<file path="src/rtl/uart_tx.sv">
`default_nettype none
// ============================================================================
//  Module   : uart_tx
//  Purpose  : Byte-wide 8N1 UART transmitter with a store-side FIFO. Bytes
//             written from the core's peripheral port are queued and sent
//             LSB first on txd at a fixed clock divisor. Pushes into a full
//             FIFO are dropped and latched in a sticky overflow flag.
//  Ports    : clk      - rising-edge clock
//             reset    - asynchronous active-low reset
//             din      - store data, only [7:0] is transmitted
//             we       - one-cycle push strobe
//             txd      - registered serial line, idle high
//             busy     - FIFO non-empty or a frame in progress
//             full     - FIFO holds 2^FIFO_LOG2 bytes
//             empty    - FIFO holds no bytes
//             level    - FIFO occupancy
//             overflow - sticky, a push was dropped since reset
//  Revision : 1.0 - initial release
// ============================================================================
module uart_tx #(
    parameter int CLK_DIV   = 434,
    parameter int FIFO_LOG2 = 4
) (
    input  logic                 clk,
    input  logic                 reset,
    input  logic [31:0]          din,
    input  logic                 we,
    output logic                 txd,
    output logic                 busy,
    output logic                 full,
    output logic                 empty,
    output logic [FIFO_LOG2:0]   level,
    output logic                 overflow
);

    localparam int                 c_DEPTH     = 1 << FIFO_LOG2;
    localparam int                 c_CW        = $clog2(CLK_DIV);
    localparam logic [c_CW-1:0]    c_BAUD_LAST = c_CW'(CLK_DIV - 1);
    localparam logic [FIFO_LOG2:0] c_FULL      = (FIFO_LOG2 + 1)'(c_DEPTH);

    typedef enum logic [1:0] {
        S_IDLE  = 2'd0,
        S_START = 2'd1,
        S_DATA  = 2'd2,
        S_STOP  = 2'd3
    } state_t;

    state_t                 state_q;
    logic [c_CW-1:0]        baud_q;
    logic [2:0]             idx_q;
    logic [7:0]             shift_q;
    logic                   txd_q;

    logic [7:0]             mem_q [c_DEPTH];
    logic [FIFO_LOG2-1:0]   wptr_q;
    logic [FIFO_LOG2-1:0]   rptr_q;
    logic [FIFO_LOG2:0]     count_q;
    logic [FIFO_LOG2:0]     count_d;
    logic                   overflow_q;

    logic                   w_push;
    logic                   w_pop;
    logic                   w_bit_end;

    // Upper store bits carry no meaning for a byte-wide peripheral.
    logic                   w_unused_din;
    assign w_unused_din = ^din[31:8];

    assign full      = (count_q == c_FULL);
    assign empty     = (count_q == '0);
    assign level     = count_q;
    assign overflow  = overflow_q;
    assign busy      = !empty || (state_q != S_IDLE);
    assign txd       = txd_q;

    // Full is the pre-edge value: a pop in the same cycle does not make room.
    assign w_push    = we && !full;
    assign w_bit_end = (baud_q == c_BAUD_LAST);
    // Pops happen from IDLE, or on the final STOP cycle for gapless frames.
    assign w_pop     = !empty && ((state_q == S_IDLE) ||
                                  ((state_q == S_STOP) && w_bit_end));

    always_comb begin
        count_d = count_q;
        case ({w_push, w_pop})
            2'b10:   count_d = count_q + 1'b1;
            2'b01:   count_d = count_q - 1'b1;
            default: count_d = count_q;
        endcase
    end

    always_ff @(posedge clk or negedge reset) begin
        if (!reset) begin
            wptr_q     <= '0;
            rptr_q     <= '0;
            count_q    <= '0;
            overflow_q <= 1'b0;
        end else begin
            count_q <= count_d;
            if (w_push) begin
                wptr_q <= wptr_q + 1'b1;
            end
            if (w_pop) begin
                rptr_q <= rptr_q + 1'b1;
            end
            if (we && full) begin
                overflow_q <= 1'b1;
            end
        end
    end

    // Storage array needs no reset; occupancy is tracked by count_q.
    always_ff @(posedge clk) begin
        if (w_push) begin
            mem_q[wptr_q] <= din[7:0];
        end
    end

    // txd is loaded with the value of the state/bit being entered so the
    // line changes on the same edge as the transition.
    always_ff @(posedge clk or negedge reset) begin
        if (!reset) begin
            state_q <= S_IDLE;
            baud_q  <= '0;
            idx_q   <= '0;
            shift_q <= '0;
            txd_q   <= 1'b1;
        end else begin
            case (state_q)
                S_IDLE: begin
                    baud_q <= '0;
                    txd_q  <= 1'b1;
                    if (w_pop) begin
                        shift_q <= mem_q[rptr_q];
                        state_q <= S_START;
                        txd_q   <= 1'b0;
                    end
                end
                S_START: begin
                    if (w_bit_end) begin
                        baud_q  <= '0;
                        idx_q   <= '0;
                        state_q <= S_DATA;
                        txd_q   <= shift_q[0];
                    end else begin
                        baud_q <= baud_q + 1'b1;
                    end
                end
                S_DATA: begin
                    if (w_bit_end) begin
                        baud_q <= '0;
                        if (idx_q == 3'd7) begin
                            state_q <= S_STOP;
                            txd_q   <= 1'b1;
                        end else begin
                            shift_q <= shift_q >> 1;
                            idx_q   <= idx_q + 3'd1;
                            txd_q   <= shift_q[1];
                        end
                    end else begin
                        baud_q <= baud_q + 1'b1;
                    end
                end
                S_STOP: begin
                    if (w_bit_end) begin
                        baud_q <= '0;
                        if (w_pop) begin
                            shift_q <= mem_q[rptr_q];
                            state_q <= S_START;
                            txd_q   <= 1'b0;
                        end else begin
                            state_q <= S_IDLE;
                            txd_q   <= 1'b1;
                        end
                    end else begin
                        baud_q <= baud_q + 1'b1;
                    end
                end
                default: begin
                    state_q <= S_IDLE;
                    baud_q  <= '0;
                    txd_q   <= 1'b1;
                end
            endcase
        end
    end

endmodule
`default_nettype wire

</file>
<file path="config.mk">
export PLATFORM = sky130hd
export DESIGN_NAME = uart_tx
export DESIGN_NICKNAME = d
export VERILOG_FILES = /design/src/rtl/uart_tx.sv
export SDC_FILE = /design/constraint.sdc
export NUM_CORES = 1
export LEC_CHECK = 0
export CORE_MARGIN = 10
export CORE_UTILIZATION = 50
export DETAILED_ROUTE_END_ITERATION = 10
export GPL_TIMING_DRIVEN = 0
export PLACE_DENSITY = 0.7
export SYNTH_ARGS = -nofsm -noshare
export SYNTH_HDL_FRONTEND = slang
export SYNTH_SLANG_ARGS = --single-unit
</file>
<file path="constraint.sdc">
create_clock -name clk -period 3.8 [get_ports clk]
set_input_delay 0.38 -clock clk [delete_from_list [all_inputs] [get_ports clk]]
set_output_delay 0.38 -clock clk [all_outputs]
set_load 0.01 [all_outputs]
</file>
# Word-level counts from Yosys, hierarchy flattened
# Memory sizes are Yosys's and may differ from the RTL's.
# Cells that the tools add are included.
# totals
output_inout_bits	10
mem_count	1
ram_bits	128
ff_bits	37
# classes
n_eq_ne	14
n_mux	27
addsub	6
n_reduce_logical	19
# mem_list
name	words	width	rd	rd_ports_with_merged_regs	wr	line_no	source
mem_q	16	8	1	0	1	54	logic [7:0] mem_q [c_DEPTH];
# op_table
operator	count
$mux W8	4
$pmux W8 S3	1
$pmux W9 S2	1
$ne A2 B2 Y1 const B	6
$mux W2	5
$pmux W5 S2	1
$add A9 B1 Y9 const B	1
$eq A9 B9 Y1 const B	1
$mux W3	3
$mux W9	1
$add A4 B1 Y4 const B	2
$mux W1	8
$pmux W2 S4	1
$reduce_and A4 Y1	2
$eq A2 B2 Y1 const B	3
$pmux W3 S2	1
$reduce_bool A2 Y1	3
$add A5 B1 Y5 const B	1
$eq A5 B5 Y1 const B	1
$logic_not A5 Y1	1
$reduce_and A5 Y1	1
$sub A5 B1 Y5 const B	1
$eq A2 B1 Y1 const B	2
$logic_and A1 B1 Y1	4
9 further kinds	11

# Longest topological paths before layout
# Gate-level depths: netlist (run 1).
# depth
depth_word	7
mapped_depth	15
depth_no_buf	13

# Worst setup path before layout (run 1)
# Ideal clock, no wire load.
# synth_path
path_type	register to register
start	register count_q[1], in the netlist level[1]
end	register count_q[4], in the netlist level[4]
n_path_buf	1
synth_period_minus_slack_ps	2725
slack_ps	1075
path_stages_with_launch	13
setup_time_ps	132
t_arrival_ps	2593
cell_sequence	dfrtp_1 or4_4 o22ai_4 a21oi_2 ha_1 clkbuf_1 xor2_1 ha_1 a21o_1 nand2_1 a21o_1 a31oi_1 xor2_1
# synth_between
elab_chain_cells	5
# synth_rtl
item	line_no	source
start, declared	57	logic [FIFO_LOG2:0] count_q;
start signal, assigned	99	count_q <= count_d;
$logic_not A5 Y1 *	70	assign empty = (count_q == '0);
$logic_not A1 Y1 *	80	assign w_pop = !empty && ((state_q == S_IDLE) ||
$logic_and A1 B1 Y1 *	80	
net w_pop	62	logic w_pop;
$eq A2 B1 Y1 / $eq A2 B2 Y1 (equally long branches)	85	case ({w_push, w_pop})
$pmux W5 S2 / $reduce_bool A2 Y1 (equally long branches)	-	
# The timed path passes the listed nets; every way through them passes the cells marked *.
# A chain may end at the register's enable or synchronous reset.

# Final worst setup path (run 1)
# layout_path
start	register baud_q[3]
end	register count_q[4], in the netlist level[4]
# layout_between
elab_chain_cells	6
# layout_rtl
item	line_no	source
start, declared	49	logic [c_CW-1:0] baud_q;
start signal, assigned	146	baud_q <= baud_q + 1'b1;
start signal, assigned	161	baud_q <= baud_q + 1'b1;
start signal, assigned	176	baud_q <= baud_q + 1'b1;
$eq A9 B9 Y1 *	78	assign w_bit_end = (baud_q == c_BAUD_LAST);
$logic_and A1 B1 Y1 *	81	((state_q == S_STOP) && w_bit_end));
$logic_or A1 B1 Y1 *	80	
$logic_and A1 B1 Y1 *	80	
net w_pop	62	
$eq A2 B1 Y1 / $eq A2 B2 Y1 (equally long branches)	85	
$pmux W5 S2 / $reduce_bool A2 Y1 (equally long branches)	-	
# Marked as above.

==> results of run 1 <==
cell families (layout without fill, tap and decap cells):
kind of cell / after synthesis / count (layout) / share of synthesized area
xor+xnor: 19 / 19 / 0.0234
fa+ha+maj: 17 / 17 / 0.0300
buf+inv: 35 / 87 / 0.0240
mux: 59 / 59 / 0.134
flops: 165 / 165 / 0.672
simple gates: 87 / 87 / 0.0601
compound gates: 55 / 55 / 0.0566
report_power, final:
part           total (W)  leakage (nW)  internal, W  switching [W]
clock network    0.00175         0.288     0.000999       0.000747
registers        0.00244          1.61      0.00226       0.000177
logic            0.00222          1.06      0.00103        0.00119
cells in the final DEF, fill, tap and decap left out, drive strengths merged, types with 4 or more instances in the layout:
| cell | instances |
|---|---|
| inv | 22 |
| a221oi | 8 |
| clkbuf | 23 |
| dfrtp | 36 |
| nor2 | 31 |
| ha | 17 |
| nand3 | 4 |
| o211ai | 7 |
| mux4 | 23 |
| nor3 | 4 |
| a21o | 4 |
| nand2 | 24 |
| edfxtp | 128 |
| nand4 | 5 |
| xor2 | 7 |
| xnor2 | 12 |
| o21ai | 13 |
| buf | 16 |
| clkinvlp | 4 |
| mux2i | 25 |
| a21oi | 6 |
| clkdlybuf4s50 | 19 |
| mux2 | 11 |
| nand2b | 6 |
flip-flops by register name (all words and copies together), names as in the netlist:
| name | cells |
|---|---|
| state_q | 2 |
| level | 5 |
| idx_q | 3 |
| rptr_q | 4 |
| baud_q | 9 |
| wptr_q | 4 |
| shift_q | 8 |
| mem_q | 128 |
| overflow | 1 |
| txd | 1 |
per-stage QoR:
| step | worst slack [ps] | utilization | instances | cell area, um^2 |
|---|---|---|---|---|
| floorplan | 1080 | - | 437 | 7100 |
| global placement | 694 | 0.542 | 637 | 7520 |
| detailed placement | 644 | 0.542 | 637 | 7530 |
| CTS | 611 | 0.586 | 669 | 8140 |
| global route | 359 | 0.587 | 669 | 8140 |
| finish | 634 | 0.587 | 669 | 8140 |
area by class of cell:
cell class	count	share of cell area
sequential	165	0.586
multi-input combinational	237	0.267
clock buffer	17	0.0523
tap	180	0.0277
timing repair buffer	20	0.0240
clock inverter	15	0.0226
buffer	21	0.0144
inverter	14	0.00645
critical path, delay by kind of cell (launching register included):
kind	cells	cell delay, ps
flops	1	450
buf+inv	1	330
fa+ha+maj	2	460
xor+xnor	2	340
compound gates	4	880
simple gates	3	620
per-layer routing:
metal,part of all wire,GRT usage,wire (um)
met3,0.058,0.0493,812
met1,0.44,0.186,6160
met4,0.015,0.0582,211
met5,0,0,0
met2,0.49,0.238,6940
worst min-delay path by stage:
stage / to / slack, ps / cells past startpoint
global route: baud_q[4] / 120 / 1
finish: level[4] / 70 / 1
CTS: baud_q[4] / 80 / 1
detailed placement: overflow / 470 / 1
floorplan: baud_q[0] / 80 / 0
global placement: overflow / 440 / 1
==> out/summary.txt, run 1 <==
TritonCTS clock tree - done
die height - 139 um
cell with the most instances after synthesis - edfxtp_1
post-cts resize count - 0
number of remaining DRC errors - 0
number of antenna-violating nets in the routed design - 0
ys async rst share - 0.224
crit path launch type - flop
run status - complete, no violations
number of synthesized flops with an enable pin - 128
Synth Flop Type - edfxtp_1
final net count - 528
Post-Synthesis Mean Instance Area - 16.2 um^2
Warnings, synthesis - 0
antenna cells - 0
x dimension of the die - 139 um
Syn Nets - 489
largest area contributor in the synthesized netlist - edfxtp_1
clock skew - 10.7 ps
flop and latch count out of synthesis - 165
ranking of synthesized cells by area - edfxtp_1, dfrtp_1, mux4_2
achievable frequency - 316 MHz
Port Buf Inserts - 20
minimum period implied by the final worst setup slack - 3170 ps
portion of synthesized cell area occupied by the leading cell type - 0.542
Pwr Density - 787 nW/um^2
number of detailed-routing iterations run before antenna repair - 7
Site Rows - 43
insertion delay of the later-clocked pin in the worst-skew pair - 420 ps
post-synth cell types - 54
sum of internal, switching and leakage power - 0.00641 W
share of the clock period used by the worst path - 0.833
relative slew slack - 0.138
total congestion overflow - 0
Leakage - 2.96 nW
worst reg-to-reg setup slack - 630 ps
number of antenna violations at the first check in global routing - 0
Detailed Route Iter0 Violations - 257
top-level port count - 45
largest incremental delay on the critical path - 450 ps
fraction of final layout cells sized beyond drive strength 1 - 0.176
Core Footprint - 13900 um^2
setup fix buffers added after clock tree synthesis - 0
via count - 3852
pin count of the biggest net entering global routing - 38
Avg WL per Cell - 21.1 um
Crit Path Max Fanout - 9
area used by multi-input combinational logic - 2170 um^2
Slowest-stage cell, CP - dfrtp_1
netlist area before placement - 7100 um^2
filler cell count in the final layout - 1051
final routed wirelength across all metal layers - 14.1 mm
critical path start-end classification - reg2reg
Max H-tree Level - 4
die footprint - 19400 um^2
endpoint of the worst register-to-register path - level[4]
required arrival time at the worst endpoint - 4150 ps
number of max-cap violations - 0
final number of hold-violating endpoints - 0
aggregate global-route resource usage - 0.150
final setup TNS - 0 ps
Sink Count - 165
number of setup violations in the final report - 0
total clock buffers created by CTS - 17
area grow syn2layout - 14.7%
proportion of synthesized chip area in sequential cells - 0.672
number of global-route vias before repair - 3956
Worst EP arrival - 3510 ps
number of buffers between clock root and the deepest sink - 2
area of all sequential standard cells - 4770 um^2
effective utilization at floorplan - 0.511
IR Drop Worst-Case VDD - 464 uV
capturing element type of the critical path - flop
start point of the critical path - baud_q[3]
Worst Hold Slack - 70.9 ps
startpoint of the worst-slack reg-to-reg timing path - baud_q[3]
root cell of the clock tree - clkbuf_16
most frequent cells after synthesis - edfxtp_1, dfrtp_1, nor2_1
wire length of the first global-routing pass - 22.4 mm
Post-CTS Hold Buffers - 0
HPWL reported at the end of detailed placement - 9.09 mm
gate count after technology mapping - 437
endpoint of the worst setup timing path - level[4]
number of pins with negative max-slew slack in the final report - 0
Via-to-Cell Ratio - 5.76
r2r worst-path depth - 12
RD Place Congestion - 0.803
setup repair after global routing missed its margin - false
worst path cell trace - nor4b_4, nand2_2, a21oi_2, ha_1, clkbuf_1, xor2_1, ha_1, a21o_1, nand2_1, a21o_1, a31oi_1, xor2_1
Worst Max-Slew Pin Slew - 1280 ps
type of the most critical hold path - in2async
clock-pin slew on the worst setup and hold paths - 70 ps
Power figures use the tool's default switching activity.
==> run 2, diff against run 1 <==
- PLACE_DENSITY: 0.7 -> 0.73
- clock period: 3.8 -> 2.9 ns (I/O delays scaled with it)
==> run 2 against run 1 <==
Net effect: wire length is essentially flat; via count grew 1.8%; core utilization is essentially flat; clock power grew 24%; critical path depth shrank 1; hold slack gained 390 ps; combinational power grew 34%; critical endpoint unchanged.
==> out/summary.txt, run 2 (synthesis results as in run 1) <==
Largest register FFs - 128 (unchanged)
clock-pin slew on the worst setup and hold paths - 70 ps (about the same)
final number of hold-violating endpoints - 0 (unchanged)
largest register by flop count - mem_q
Final WS setup - 98.1 ps (-536 ps)
Avg WL per Cell - 21.1 um (about the same)
number of setup violations in the final report - 0 (unchanged)
Worst Max-Slew Pin Slew - 887 ps (-397 ps)
Placed Cells - 637 (unchanged)
Placed Area - 7520 um^2 (-0.13%)
highest-count cells in the layout ignoring fill and taps - edfxtp_1, dfrtp_1, nor2_1, mux2i_1, nand2_1
worst reg-to-reg setup slack - 100 ps (-540 ps)
final cell count without fillers - 669 (unchanged)
IR Drop Worst-Case VDD - 647 uV (+39%)
number of antenna-violating nets in the routed design - 0 (unchanged)
setup fix buffers added after clock tree synthesis - 0 (unchanged)
pin count of the biggest net entering global routing - 38 (unchanged)
Detailed Route Iter0 Violations - 287 (+12%)
number of instances on the worst hold path - 1
die height - 139 um (unchanged)
final setup TNS - 0 ps (unchanged)
Core Footprint - 13900 um^2 (unchanged)
insertion delay of the later-clocked pin in the worst-skew pair - 430 ps (about the same)
minimum period implied by the final worst setup slack - 2800 ps (-364 ps)
kind of cell adding the most delay to the critical path - compound AO/OA/AOI/OAI gates
most common cell after layout, fill and taps aside - edfxtp_1
total congestion overflow - 0 (unchanged)
total clock buffers created by CTS - 17 (unchanged)
aggregate global-route resource usage - 0.150 (-0.000211)
number of remaining DRC errors - 0 (unchanged)
antenna cells - 0 (unchanged)
Port Buf Inserts - 20 (unchanged)
filler cell count in the final layout - 1034 (-1.6%)
setup repair after global routing missed its margin - true
Worst EP arrival - 3160 ps (-350 ps)
effective utilization at floorplan - 0.511 (unchanged)
number of buffers between clock root and the deepest sink - 2 (unchanged)
crit path launch type - flop
TritonCTS clock tree - done
sum of internal, switching and leakage power - 0.00835 W (+30%)
Leakage - 2.95 nW (-0.21%)
number of pins with negative max-slew slack in the final report - 0 (unchanged)
worst path cell trace - nor4b_4, nand2_2, a21oi_4, ha_4, xor2_1, ha_1, a21o_1, nand2_1, a21o_1, a31oi_1, xor2_1
HPWL reported at the end of detailed placement - 9.11 mm (+0.25%)
top-level port count - 45 (unchanged)
number of detailed-routing iterations run before antenna repair - 4 (-3)
Regs by FF count - mem_q x128, baud_q x9, shift_q x8
Via-to-Cell Ratio - 5.86 (+1.8%)
number of max-cap violations - 0 (unchanged)
wire length of the first global-routing pass - 22.7 mm (+1.5%)
root cell of the clock tree - clkbuf_16
crit path buf inv count - 0 (-1)
endpoint of the worst register-to-register path - level[4]
capturing element type of the critical path - flop
RD Place Congestion - 0.851 (+6.0%)
final net count - 528 (unchanged)
run status - complete, no violations
area grow syn2layout - 14.7% (about the same)
Site Rows - 43 (unchanged)
die footprint - 19400 um^2 (unchanged)
r2r worst-path depth - 11 (-1)
end of the worst hold path - overflow
pre-CTS setup slack - -267 ps (-911 ps)
Sink Count - 165 (unchanged)
required arrival time at the worst endpoint - 3250 ps (-900 ps)
clock skew - 6.08 ps (-4.59 ps)
number of global-route vias before repair - 3907 (-1.2%)
Pwr Density - 1030 nW/um^2 (+30%)
share of the clock period used by the worst path - 0.966 (+0.133)
type of the most critical hold path - reg2reg
final routed wirelength across all metal layers - 14.1 mm (about the same)
Final Instance Area - 8140 um^2 (about the same)
largest incremental delay on the critical path - 450 ps (about the same)
via count - 3920 (+1.8%)
x dimension of the die - 139 um (unchanged)
achievable frequency - 357 MHz (+13%)
Max H-tree Level - 4 (unchanged)
fraction of final layout cells sized beyond drive strength 1 - 0.182 (+0.00613)
number of antenna violations at the first check in global routing - 0 (unchanged)
Slowest-stage cell, CP - dfrtp_1
startpoint of the worst-slack reg-to-reg timing path - baud_q[3]
critical path start-end classification - reg2reg
relative slew slack - 0.407 (+0.269)
Crit Path Max Fanout - 9 (unchanged)
hold wc startpoint - overflow
## run 2: changes by cell type in the layout (fill, tap and decap cells not counted), sizes merged
| cell | change |
|---|---|
| clkinv | +4 |
| clkinvlp | -2 |
| bufinv | -1 |
| clkbuf | -1 |
| dlygate4sd3 | +1 |
| inv | -1 |
## run 2: where the power goes
group / switching [W] / total (W) / internal [W]
combinational: 0.00161 / 0.00298 / 0.00136
clock: 0.000970 / 0.00217 / 0.00120
sequential: 0.000237 / 0.00320 / 0.00296
## run 2: worst reg2reg max path, cell delays in order, from the launching register on
cell and delay (ps):
dfrtp_1 450, nor4b_4 420, nand2_2 190, a21oi_4 340, ha_4 250, xor2_1 160
ha_1 240, a21o_1 150, nand2_1 50, a21o_1 160, a31oi_1 160, xor2_1 170
## run 2: worst max path at each step
stage | from | endpoint | slack [ps] | cells after the start
2_1_floorplan | level[1] | level[4] | 180 | 12
3_3_place_gp | baud_q[3] | level[4] | -160 | 12
3_5_place_dp | baud_q[3] | level[4] | -270 | 12
4_1_cts | level[1] | mem_q[2][5] | 20 | 6
5_1_grt | baud_q[3] | level[4] | -130 | 11
6_report | baud_q[3] | level[4] | 100 | 11
## run 2: metrics by stage
| step | utilization | hold slack [ps] |
|---|---|---|
| 4_1_cts | 0.584 | 462 |
| 3_5_place_dp | 0.542 | 444 |
| 6_report | 0.586 | 465 |
| 3_3_place_gp | 0.542 | 438 |
| 2_1_floorplan | - | -5.59 |
| 5_1_grt | 0.586 | 471 |
## run 2: final cells by class
class / instances / area [um^2] / share of cell area
Multi-Input combinational cell: 237 / 2200 / 0.271
Sequential cell: 165 / 4770 / 0.586
Timing Repair Buffer: 21 / 205 / 0.0252
Clock inverter: 15 / 145 / 0.0178
Clock buffer: 17 / 425 / 0.0523
Tap cell: 180 / 225 / 0.0277
Buffer: 20 / 114 / 0.0140
Inverter: 14 / 52.6 / 0.00646
## run 2: repair_timing
| item | in CTS | in global routing |
|---|---|---|
| hold endpoints to repair | 36 | 0 |
| pin swaps | 0 | 1 |
| setup endpoints to repair | 2 | 34 |
| resized for setup | 2 | 7 |
| hold buffers | 1 | 0 |
## run 2: metal layers
layer / global-route usage / vias up / wire [um]
met5: 0 / - / 0
met4: 0.0439 / 0 / 116
met3: 0.0476 / 11 / 934
met2: 0.232 / 132 / 6920
met1: 0.196 / 2020 / 6160
li1: - / 1757 / -
==> run 3, diff against run 2 <==
==> constraint.sdc (replaced) <==
create_clock -name clk -period 2.9 [get_ports clk]
set_input_delay 0.58 -clock clk [delete_from_list [all_inputs] [get_ports clk]]
set_output_delay 0.58 -clock clk [all_outputs]
set_load 0.01 [all_outputs]
==> run 3 against run 2 <==
Net effect: non-clock buffer count rose by 1; combinational power barely moved; worst setup slack better by 25 ps; first-iteration DRC count fell by 7.0%; count of clock-buffer cells in the layout unchanged; sequential power barely moved; core utilization increased by 0.099 points; clock skew about the same; register-to-register slack gained 110 ps; cell count up 0.15%; final area rose by 0.17%; via count is 0.56% higher; largest power group unchanged.
==> out/summary.txt, run 3 (synthesis results as in run 1) <==
worst reg-to-reg setup slack - 210 ps (+110 ps)
number of antenna-violating nets in the routed design - 0 (unchanged)
Pwr Density - 1030 nW/um^2 (+0.16%)
largest register by flop count - mem_q
antenna cells - 0 (unchanged)
number of remaining DRC errors - 0 (unchanged)
Slowest-stage cell, CP - or4_4
pin count of the biggest net entering global routing - 38 (unchanged)
effective utilization at floorplan - 0.511 (unchanged)
number of antenna violations at the first check in global routing - 0 (unchanged)
x dimension of the die - 139 um (unchanged)
Core Footprint - 13900 um^2 (unchanged)
Crit Path Max Fanout - 8 (-1)
filler cell count in the final layout - 1036 (+0.19%)
largest incremental delay on the critical path - 580 ps (+130 ps)
startpoint of the worst-slack reg-to-reg timing path - level[1]
sum of internal, switching and leakage power - 0.00838 W (+0.32%)
share of the clock period used by the worst path - 0.958 (-0.00851)
Regs by FF count - mem_q x128, baud_q x9, shift_q x8
Via-to-Cell Ratio - 5.88 (+0.41%)
area grow syn2layout - 14.9%
Post-CTS Hold Buffers - 0 (-1)
Detailed Route Iter0 Violations - 267 (-7.0%)
critical path start-end classification - reg2out
total clock buffers created by CTS - 17 (unchanged)
highest-count cells in the layout ignoring fill and taps - edfxtp_1, dfrtp_1, nor2_1, mux2i_1, nand2_1
aggregate global-route resource usage - 0.150 (about the same)
worst path cell trace - or4_4, nor2_1, clkdlybuf4s50_1
Port Buf Inserts - 20 (unchanged)
r2r worst-path depth - 11 (unchanged)
number of setup violations in the final report - 0 (unchanged)
Site Rows - 43 (unchanged)
required arrival time at the worst endpoint - 2320 ps (-930 ps)
Max H-tree Level - 4 (unchanged)
clock-pin slew on the worst setup and hold paths - 60 ps (about the same)
crit path buf inv count - 1 (+1)
area of all sequential standard cells - 4770 um^2 (about the same)
Avg WL per Cell - 21.1 um (about the same)
via count - 3942 (+0.56%)
most common cell after layout, fill and taps aside - edfxtp_1
top-level port count - 45 (unchanged)
TritonCTS clock tree - done
Worst EP arrival - 2200 ps (-960 ps)
capturing element type of the critical path - output port
endpoint of the worst register-to-register path - level[4]
final routed wirelength across all metal layers - 14.2 mm (+0.21%)
HPWL reported at the end of detailed placement - 9.11 mm (unchanged)
area used by multi-input combinational logic - 2200 um^2 (+0.11%)
insertion delay of the later-clocked pin in the worst-skew pair - 430 ps (about the same)
Worst Max-Slew Pin Slew - 891 ps (+3.94 ps)
number of buffers between clock root and the deepest sink - 2 (unchanged)
type of the most critical hold path - in2async
final net count - 529 (+0.19%)
achievable frequency - 360 MHz (+0.89%)
total congestion overflow - 0 (unchanged)
kind of cell adding the most delay to the critical path - simple AND/OR/NAND/NOR gates
die height - 139 um (unchanged)
run status - complete, no violations
RD Place Congestion - 0.851 (unchanged)
fraction of final layout cells sized beyond drive strength 1 - 0.194 (+0.0119)
Leakage - 2.96 nW (+0.19%)
IR Drop Worst-Case VDD - 647 uV (+0.11%)
number of detailed-routing iterations run before antenna repair - 4 (unchanged)
die footprint - 19400 um^2 (unchanged)
root cell of the clock tree - clkbuf_16
minimum period implied by the final worst setup slack - 2780 ps (-24.7 ps)
wire length of the first global-routing pass - 22.7 mm (unchanged)
Largest register FFs - 128 (unchanged)
final number of hold-violating endpoints - 0 (unchanged)
Worst Hold Slack - 249 ps (-216 ps)
start point of the critical path - level[1]
logic depth of the worst path, buffers included - 3 (-8)
relative slew slack - 0.404 (-0.00263)
endpoint of the worst setup timing path - empty
number of global-route vias before repair - 3901 (-0.15%)
Sink Count - 165 (unchanged)
number of max-cap violations - 0 (unchanged)
number of pins with negative max-slew slack in the final report - 0 (unchanged)
clock skew - 6.12 ps (+0.0382 ps)
crit path launch type - flop
[run 3: cell count changes in the layout (fill, tap and decap cells not counted), sizes merged]
cell and change:
dlygate4sd3 -1, dlymetal6s2s +1, clkdlybuf4s50 -1, buf +2
[run 3: cell type report]
type	count	share of cell area
inverter	14	0.00644
clock buffer	17	0.0522
clock inverter	15	0.0178
timing repair buffer	22	0.0261
multi-input combinational	237	0.270
buffer	20	0.0141
tap	180	0.0276
sequential	165	0.585
[run 3: worst min path at each step]
stage / cells after the start / slack [ps] / endpoint / start
global placement: 1 / 440 / overflow / overflow
finish: 1 / 250 / level[2] / reset
CTS: 1 / 270 / overflow / reset
floorplan: 0 / 280 / baud_q[0] / reset
detailed placement: 1 / 460 / overflow / overflow
global route: 1 / 320 / overflow / reset
[run 3: power by group]
group	internal (W)	switching (W)	leakage, nW
clock	0.00120	0.000966	0.278
sequential	0.00297	0.000238	1.61
combinational	0.00138	0.00162	1.07
[run 3: metrics by stage]
stage | cell area (um^2) | cells | utilization | setup WS, ps | TNS [ps]
final | 8150 | 670 | 0.587 | 123 | 0
after global routing | 8150 | 670 | 0.587 | -36.3 | -36.3
after CTS | 8100 | 668 | 0.583 | 6.54 | 0
after detailed placement | 7520 | 637 | 0.542 | -327 | -8260
after global placement | 7520 | 637 | 0.542 | -304 | -7400
after floorplan | 7100 | 437 | - | 175 | 0
[run 3: routing by layer]
layer,GRT usage,up-vias,wire length [um]
met3,0.0476,10,867
li1,-,1763,-
met2,0.232,129,7010
met5,0,-,0
met4,0.0439,0,108
met1,0.196,2040,6160
[run 3: timing repair]
item / CTS / global route
resized for setup: 4 / 11
endpoints found under the setup margin: 3 / 35
pin swaps: 0 / 1
buffers inserted: 0 / 2
cloned: 0 / 0
endpoints found under the hold margin: 0 / 0
